$ cat src/rtl/nibble_neg_pkg.sv
// Shared types and constants for the nibble-serial two's-complement negator.
package nibble_neg_pkg;

    typedef enum logic [1:0] {
        IDLE = 2'd0,
        RUN  = 2'd1,
        DONE = 2'd2
    } state_e;

    localparam int NIB_W = 4;
    localparam int MAX_W = 64;

    // Callers truncate to their own WIDTH.
    function automatic logic [MAX_W-1:0] most_neg(input int width);
        return MAX_W'(1) << (width - 1);
    endfunction

    function automatic logic [MAX_W-1:0] most_pos(input int width);
        return most_neg(width) - MAX_W'(1);
    endfunction

endpackage

$ cat src/rtl/nibble_neg_cell.sv
// One 4-bit invert-plus-carry step of a two's-complement negation.
module nibble_neg_cell
    import nibble_neg_pkg::*;
(
    input  logic [NIB_W-1:0] i_n,
    input  logic             i_carry,
    output logic [NIB_W-1:0] o_res,
    output logic             o_carry
);

    assign o_res   = ~i_n + {{(NIB_W-1){1'b0}}, i_carry};
    assign o_carry = i_carry & (i_n == '0);

endmodule

$ cat src/rtl/nibble_neg_sequencer.sv
// Wide-word negation controller: steps one shared nibble cell LSB to MSB, 4 bits per clock.
// Optional build macro SAT_NEG_EN saturates the most-negative input to the most-positive value.
module nibble_neg_sequencer
    import nibble_neg_pkg::*;
#(
    parameter  int WIDTH = 16,
    localparam int NIB   = WIDTH / NIB_W
)(
    input  logic             clk,
    input  logic             rst,
    input  logic             start,
    input  logic [WIDTH-1:0] din,
    output logic             busy,
    output logic             done,
    output logic [WIDTH-1:0] dout,
    output logic             overflow,
    output state_e           o_dbg_state
);

    localparam int               CNT_W    = $clog2(NIB);
    localparam logic [WIDTH-1:0] MOST_NEG = WIDTH'(most_neg(WIDTH));

    state_e                   r_state;
    state_e                   w_next;
    logic                     w_accept;
    logic                     w_step;
    logic                     w_last;

    logic [WIDTH-1:0]         r_op;
    logic [WIDTH-NIB_W-1:0]   r_res;
    logic [WIDTH-1:0]         r_dout;
    logic [CNT_W-1:0]         r_cnt;
    logic                     r_carry;
    logic                     r_ovf_pend;
    logic                     r_ovf;

    logic [NIB_W-1:0]         w_res_nib;
    logic                     w_carry_out;
    logic [WIDTH-1:0]         w_final;
    logic [WIDTH-1:0]         w_dout_next;

    // The operand shifts right each step, so the cell always sees the current nibble at [3:0].
    nibble_neg_cell u_cell (
        .i_n     (r_op[NIB_W-1:0]),
        .i_carry (r_carry),
        .o_res   (w_res_nib),
        .o_carry (w_carry_out)
    );

    assign w_last  = (r_cnt == CNT_W'(NIB - 1));
    assign w_final = {w_res_nib, r_res};

`ifdef SAT_NEG_EN
    localparam logic [WIDTH-1:0] MOST_POS = WIDTH'(most_pos(WIDTH));
    assign w_dout_next = r_ovf_pend ? MOST_POS : w_final;
`else
    assign w_dout_next = w_final;
`endif

    always_ff @(posedge clk or posedge rst) begin
        if (rst) begin
            r_state <= IDLE;
        end else begin
            r_state <= w_next;
        end
    end

    always_comb begin
        w_next   = r_state;
        w_accept = 1'b0;
        w_step   = 1'b0;
        case (r_state)
            IDLE: begin
                if (start) begin
                    w_accept = 1'b1;
                    w_next   = RUN;
                end
            end
            RUN: begin
                w_step = 1'b1;
                if (w_last) begin
                    w_next = DONE;
                end
            end
            DONE: begin
                if (start) begin
                    w_accept = 1'b1;
                    w_next   = RUN;
                end else begin
                    w_next = IDLE;
                end
            end
            default: w_next = IDLE;
        endcase
    end

    // Completed nibbles enter r_res from the top; after NIB-1 steps nibble 0 sits at bit 0.
    always_ff @(posedge clk or posedge rst) begin
        if (rst) begin
            r_op       <= '0;
            r_res      <= '0;
            r_dout     <= '0;
            r_cnt      <= '0;
            r_carry    <= 1'b0;
            r_ovf_pend <= 1'b0;
            r_ovf      <= 1'b0;
        end else if (w_accept) begin
            r_op       <= din;
            r_carry    <= 1'b1;
            r_cnt      <= '0;
            r_ovf_pend <= (din == MOST_NEG);
        end else if (w_step) begin
            r_op    <= r_op >> NIB_W;
            r_res   <= (WIDTH-NIB_W)'(w_final >> NIB_W);
            r_carry <= w_carry_out;
            r_cnt   <= r_cnt + CNT_W'(1);
            if (w_last) begin
                r_dout <= w_dout_next;
                r_ovf  <= r_ovf_pend;
            end
        end
    end

    assign busy        = (r_state == RUN);
    assign done        = (r_state == DONE);
    assign dout        = r_dout;
    assign overflow    = r_ovf;
    assign o_dbg_state = r_state;

endmodule

$ cat config.mk
export PLATFORM = sky130hd
export DESIGN_NAME = nibble_neg_sequencer
export DESIGN_NICKNAME = d
export VERILOG_FILES = /design/src/rtl/nibble_neg_pkg.sv /design/src/rtl/nibble_neg_cell.sv /design/src/rtl/nibble_neg_sequencer.sv
export SDC_FILE = /design/constraint.sdc
export NUM_CORES = 1
export LEC_CHECK = 0
export ABC_AREA = 1
export CAP_MARGIN = 20
export CELL_PAD_IN_SITES_DETAIL_PLACEMENT = 1
export CELL_PAD_IN_SITES_GLOBAL_PLACEMENT = 2
export CORE_AREA = 2 2 88 90
export CTS_BUF_LIST = sky130_fd_sc_hd__clkbuf_4 sky130_fd_sc_hd__clkbuf_8 sky130_fd_sc_hd__clkbuf_16
export DETAILED_ROUTE_END_ITERATION = 10
export DIE_AREA = 0 0 90 92
export PLACE_DENSITY_LB_ADDON = 0.1
export SLEW_MARGIN = 0
export SYNTH_ARGS = -nofsm -noshare
export SYNTH_HDL_FRONTEND = slang
export SYNTH_SLANG_ARGS = --single-unit
$ cat constraint.sdc
create_clock -name clk -period 1.8 [get_ports clk]
set_input_delay 0.27 -clock clk [delete_from_list [all_inputs] [get_ports clk]]
set_output_delay 0.27 -clock clk [all_outputs]
set_load 0.02 [all_outputs]
# [After elaboration in Yosys (flattened, before gate mapping)]
# Index checks and enable logic that the tools add are counted.
# Widths: inputs -> output; s select.
[totals] out_inout_bits=21 input_bits=19 register_bits=51 wordCells=39
[classes] n_eq_ne=6 bitwise=3 n_mux=13 reduce_logical=7 n_addsub=2
[op_table] op="$mux 16" count=2
[op_table] op="$eq 16x16->1 const B" count=1
[op_table] op="$mux 2" count=4
[op_table] op="$mux 1" count=6
[op_table] op="$pmux 2 s3" count=1
[op_table] op="$add 4x1->4" count=1
[op_table] op="$eq 2x2->1 const B" count=2
[op_table] op="$logic_not 4->1" count=1
[op_table] op="$not 4->4" count=1
[op_table] op="$reduce_and 2->1" count=2
[op_table] op="$reduce_and 3->1" count=1
[op_table] op="$add 2x1->2 const B" count=1
[op_table] op="$eq 2x1->1 const B" count=1
[op_table] op="$logic_not 2->1" count=1
[op_table] op="$ne 2x1->1 const B" count=1
[op_table] op="$ne 2x2->1 const B" count=1
[op_table] op="$reduce_bool 2->1" count=1
[op_table] op="$reduce_or 2->1" count=1
[op_table] op="$and 1x1->1" count=1
[op_table] op="$not 1->1" count=1

# [Logic depth before layout (Yosys ltp)]
[logic_depth] depth_word=5 mapped_depth=8 ltp_nobuf=7

# [Hierarchy]
# From an unflattened synthesis, not the netlist that was laid out.
[unflattened] hier_cells=249 area_unflattened_um2=2270.9
[by_module_without_submodules] mod="nibble_neg_sequencer" instances=1 seq_area_each_um2=1276.2 area_each_um2=2192.1 cells_each=235
[by_module_without_submodules] mod="nibble_neg_cell" instances=1 seq_area_each_um2=0.0 area_each_um2=78.8 cells_each=14

# [Worst setup path before layout]
# OpenSTA, ideal clock, no wires.
[synth_path] path_type="reg-to-reg" startpoint="register r_state[1], in the netlist o_dbg_state[1]" endpoint="register r_dout[4], in the netlist dout[4]" setup_ps=118 slack_ps=521 stages_incl_launch_ff=9 arrival_ps=1161 period_less_slack_ps=1279 n_path_buf=2 path_cell_list="dfrtp_1 -> inv_1 -> nand2_2 -> buf_6 -> inv_8 -> nand2_8 -> buf_6 -> nand2_1 -> o21ai_2"
[synth_between] elab_cells_between_ends=8 cone_classes="eq/ne (2); mux (2); bitwise (1); reduce/logical (3)"
[synth_rtl] element="start: declaration" line="nibble_neg_sequencer.sv:23" rtl="state_e r_state;"
[synth_rtl] element="start signal: assignment" line="nibble_neg_sequencer.sv:64" rtl="r_state <= w_next;"
[synth_rtl] element="$eq 2x1->1"
[synth_rtl] element="net busy" line="nibble_neg_sequencer.sv:13" rtl="output logic busy,"
[synth_rtl] element="$mux 1" line="nibble_neg_sequencer.sv:72" rtl="case (r_state)"
[synth_rtl] element="$reduce_and 3->1 (no line)"
[synth_rtl] element="end signal: assignment" line="nibble_neg_sequencer.sv:118" rtl="r_dout <= w_dout_next;"
[synth_rtl] element="end: declaration" line="nibble_neg_sequencer.sv:31" rtl="logic [WIDTH-1:0] r_dout;"
# The timed path passes the listed nets, and every way through them passes these cells.
# A chain may end at the register's enable or synchronous reset.

# [Worst setup path in the final report]
[layout_path] startpoint="register r_state[0], in the netlist o_dbg_state[0]" endpoint="output port o_dbg_state[0]"
[layout_rtl] element="end: declaration" line="nibble_neg_sequencer.sv:17" rtl="output state_e o_dbg_state"
# No word-level cell between the ends.

==> impl_metrics.tcl <==
set metrics [dict create \
    grt.total_usage 0.1321 \
    wirelength_um 5008 \
    hold_viol 0 \
    portBuffers 39 \
    comb_power_share 0.467 \
    finalSetupTns_ns 0 \
    slowest_delay_ns 0.65 \
    num_rows 32 \
    vias_per_cell 4.388 \
    slew-limit-headroom 0.8086 \
    synth_area_leaders "dfrtp_1 (57%), nand2_1 (13%), o21ai_0 (6.1%), nor2_1 (4.5%), o21ai_2 (3.9%)" \
    grt_remaining_overflow 0 \
    cts-hold-fix-buffers 0 \
    path_cells "clkdlybuf4s50_1" \
    crit_cells 1 \
    core_um2 7447 \
    crit_type "reg -> out" \
    drcViolationCount 0 \
    regToRegSetupSlack_ns 0.25 \
    detail_route.wl_per_cell_um 12.78 \
    grt_pass1_wl_um 8673 \
    fillers 900 \
    die_h_um 92 \
    synth_fp_nets 269 \
    yosysSeqAreaShare 0.5724 \
    numCtsBuffers 5 \
    status "completed" \
    place_area_um2 2721 \
    firstDrtPassIters 4 \
    yosysMostFrequentCell "nand2_1" \
    tightest_slew_ns 0.2871 \
    irDropWorstVdd_v 0.0004363 \
    rsz0062_at_grt "false" \
    vias 1720 \
    synth-main-ff-cell "dfrtp_1" \
    finalInstanceArea_um2 2818 \
    utilization 0.3784 \
    synthToLayoutAreaGrowth_pct 26.37 \
    critPathLaunchType "flop" \
    htree_num_levels 2 \
    crit_fanout 5 \
    synthArstFlopShare 1.000 \
    antenna_found_initial 0 \
    grt_max_degree 52 \
    final_antenna_net_count 0 \
    seq_power_share 0.391 \
    report.final.slew_viol_count 0 \
    dieArea_um2 8280 \
    yosysTopAreaCell "dfrtp_1" \
    layout.nets 311 \
    drtIter0Drc 81 \
    synth_edf_count 0 \
    clk_pin_slew_worst_paths_ns 0.10 \
    crit_required_ns 1.53 \
    power_leakage_nw 1.335 \
    cts_tree "yes" \
    period_share 0.9143 \
    internal_power_mw 2.879 \
    ys_warn_count 0 \
    switching_share 0.4188 \
    p_sw_mw 2.075 \
    clock_path_buffers 2 \
    fin_crit_ns 1.646 \
    drive_above_1_share 0.1000 \
    insertion_delay_ns 0.30 \
    maxCapViolCount 0 \
    synth_area_um2 2230 \
    endpoint_kind "primary output" \
    clockPowerShare 0.142 \
    synth_top_cell_area_share 0.5724 \
    path_buf_inv 1 \
    io_pins 40 \
    clkSinkCount 51 \
    post-dp-hpwl_um 3564 \
    start_util 0.2994 \
    cts-root-buf "clkbuf_8" \
    ff2ff_path_depth 6 \
    clock_skew_ns 0.009800 \
    synth_cell_type_count 22 \
    synthCells 247 \
    ys_seq_elements 51 \
    antenna_cells 0 \
    synth.avg_cell_area_um2 9.027 \
    grt_pass1_vias 1723 \
    cp_top_family "buffers and inverters" \
    arrival_ns 1.38 \
    crit_slowest_cell "clkdlybuf4s50_1" \
    ys_top_cells_by_count "nand2_1 (76), dfrtp_1 (51), nor2_1 (27), o21ai_0 (27), inv_1 (22)" \
    die_w_um 90 \
    gp_congestion 0.7052 \
    setup_viol 0 \
    min-delay-path-class "in -> async" \
    power_per_cell_area_nw_per_um2 1758 \
    fmax_mhz 607.6 \
]
-- worst min-delay path, delay by kind of cell --
kind                   cells  cell delay (ns)
buffers and inverters      3             0.74
-- per-layer routing --
metal | vias to the layer above | share of wire | track usage
li1 | 860 | - | -
met1 | 828 | 0.46 | 0.1754
met2 | 27 | 0.49 | 0.2168
met3 | 5 | 0.030 | 0.02547
met4 | 0 | 0.015 | 0.04615
met5 | - | 0 | 0
-- cells by family (layout without fill, tap and decap cells) --
group	count (synthesis)	count (layout)	synth area share
buf+inv	32	75	0.07463
flops	51	51	0.5724
compound gates	47	47	0.1223
xor+xnor	1	1	0.003929
simple gates	113	113	0.2099
fa+ha+maj	3	3	0.01684
-- state kept, by name, summed over array words and instances, names as in the netlist --
register and cells:
o_dbg_state 2, r_op 16, r_ovf_pend 1, dout 16, r_res 12, overflow 1
r_cnt 2, r_carry 1
-- final cells by class --
class / count / area, um2 / share of cell area
clock buffer: 6 / 82.58 / 0.02931
clock inverter: 2 / 16.27 / 0.005773
inverter: 24 / 97.59 / 0.03464
multi-input combinational: 164 / 787.0 / 0.2793
sequential: 51 / 1276 / 0.4529
tap: 102 / 127.6 / 0.04529
timing repair buffer: 43 / 430.4 / 0.1528
-- power groups by stage --
| stage | Sequential (mW) | Combinational, mW | Clock (mW) |
|---|---|---|---|
| after global routing | 2.01 | 2.66 | 0.804 |
| after detailed placement | 1.97 | 2.40 | 0 |
| final | 1.94 | 2.31 | 0.706 |
| after CTS | 1.94 | 2.39 | 0.746 |
| after global placement | 1.95 | 2.38 | 0 |
| after floorplan | 2.13 | 1.45 | 0 |
-- through the flow --
step / hold WS (ns) / std cells / worst slack, ns / power, mW
4_1_cts: 0.3344 / 392 / 0.1326 / 5.082
3_5_place_dp: 0.4680 / 384 / 0.2099 / 4.365
2_1_floorplan: 0.3910 / 247 / 0.3005 / 3.577
6_report: 0.3199 / 392 / 0.1543 / 4.954
5_1_grt: 0.3442 / 392 / 0.05182 / 5.473
3_3_place_gp: 0.4624 / 384 / 0.2509 / 4.326
-- repair_timing --
action                                  in CTS  in global routing
endpoints found under the setup margin       2                  0
gates resized for setup                      2                  0
buffers inserted                             0                  0
-- worst paths after layout --
kind,from,end
min,rst,dout[12]
max reg2reg,o_dbg_state[0],r_op[1]
min in group clk,r_cnt[0],r_cnt[0]
max,o_dbg_state[0],o_dbg_state[0]
min reg2reg,r_cnt[0],r_cnt[0]
max in group asynchronous,rst,r_res[11]
-- cells in the final DEF (no fill, tap or decap), drive strengths merged, types with 2 or more instances in the layout --
cell,instances
nand2,80
a21oi,7
inv,24
nor3,2
nand4,2
o21ai,40
dfrtp,51
ha,3
clkdlybuf4s50,37
buf,4
clkbuf,6
nor2,27
nand3,2
dlygate4sd2,2
No activity file was read; power rests on OpenSTA's default activity.
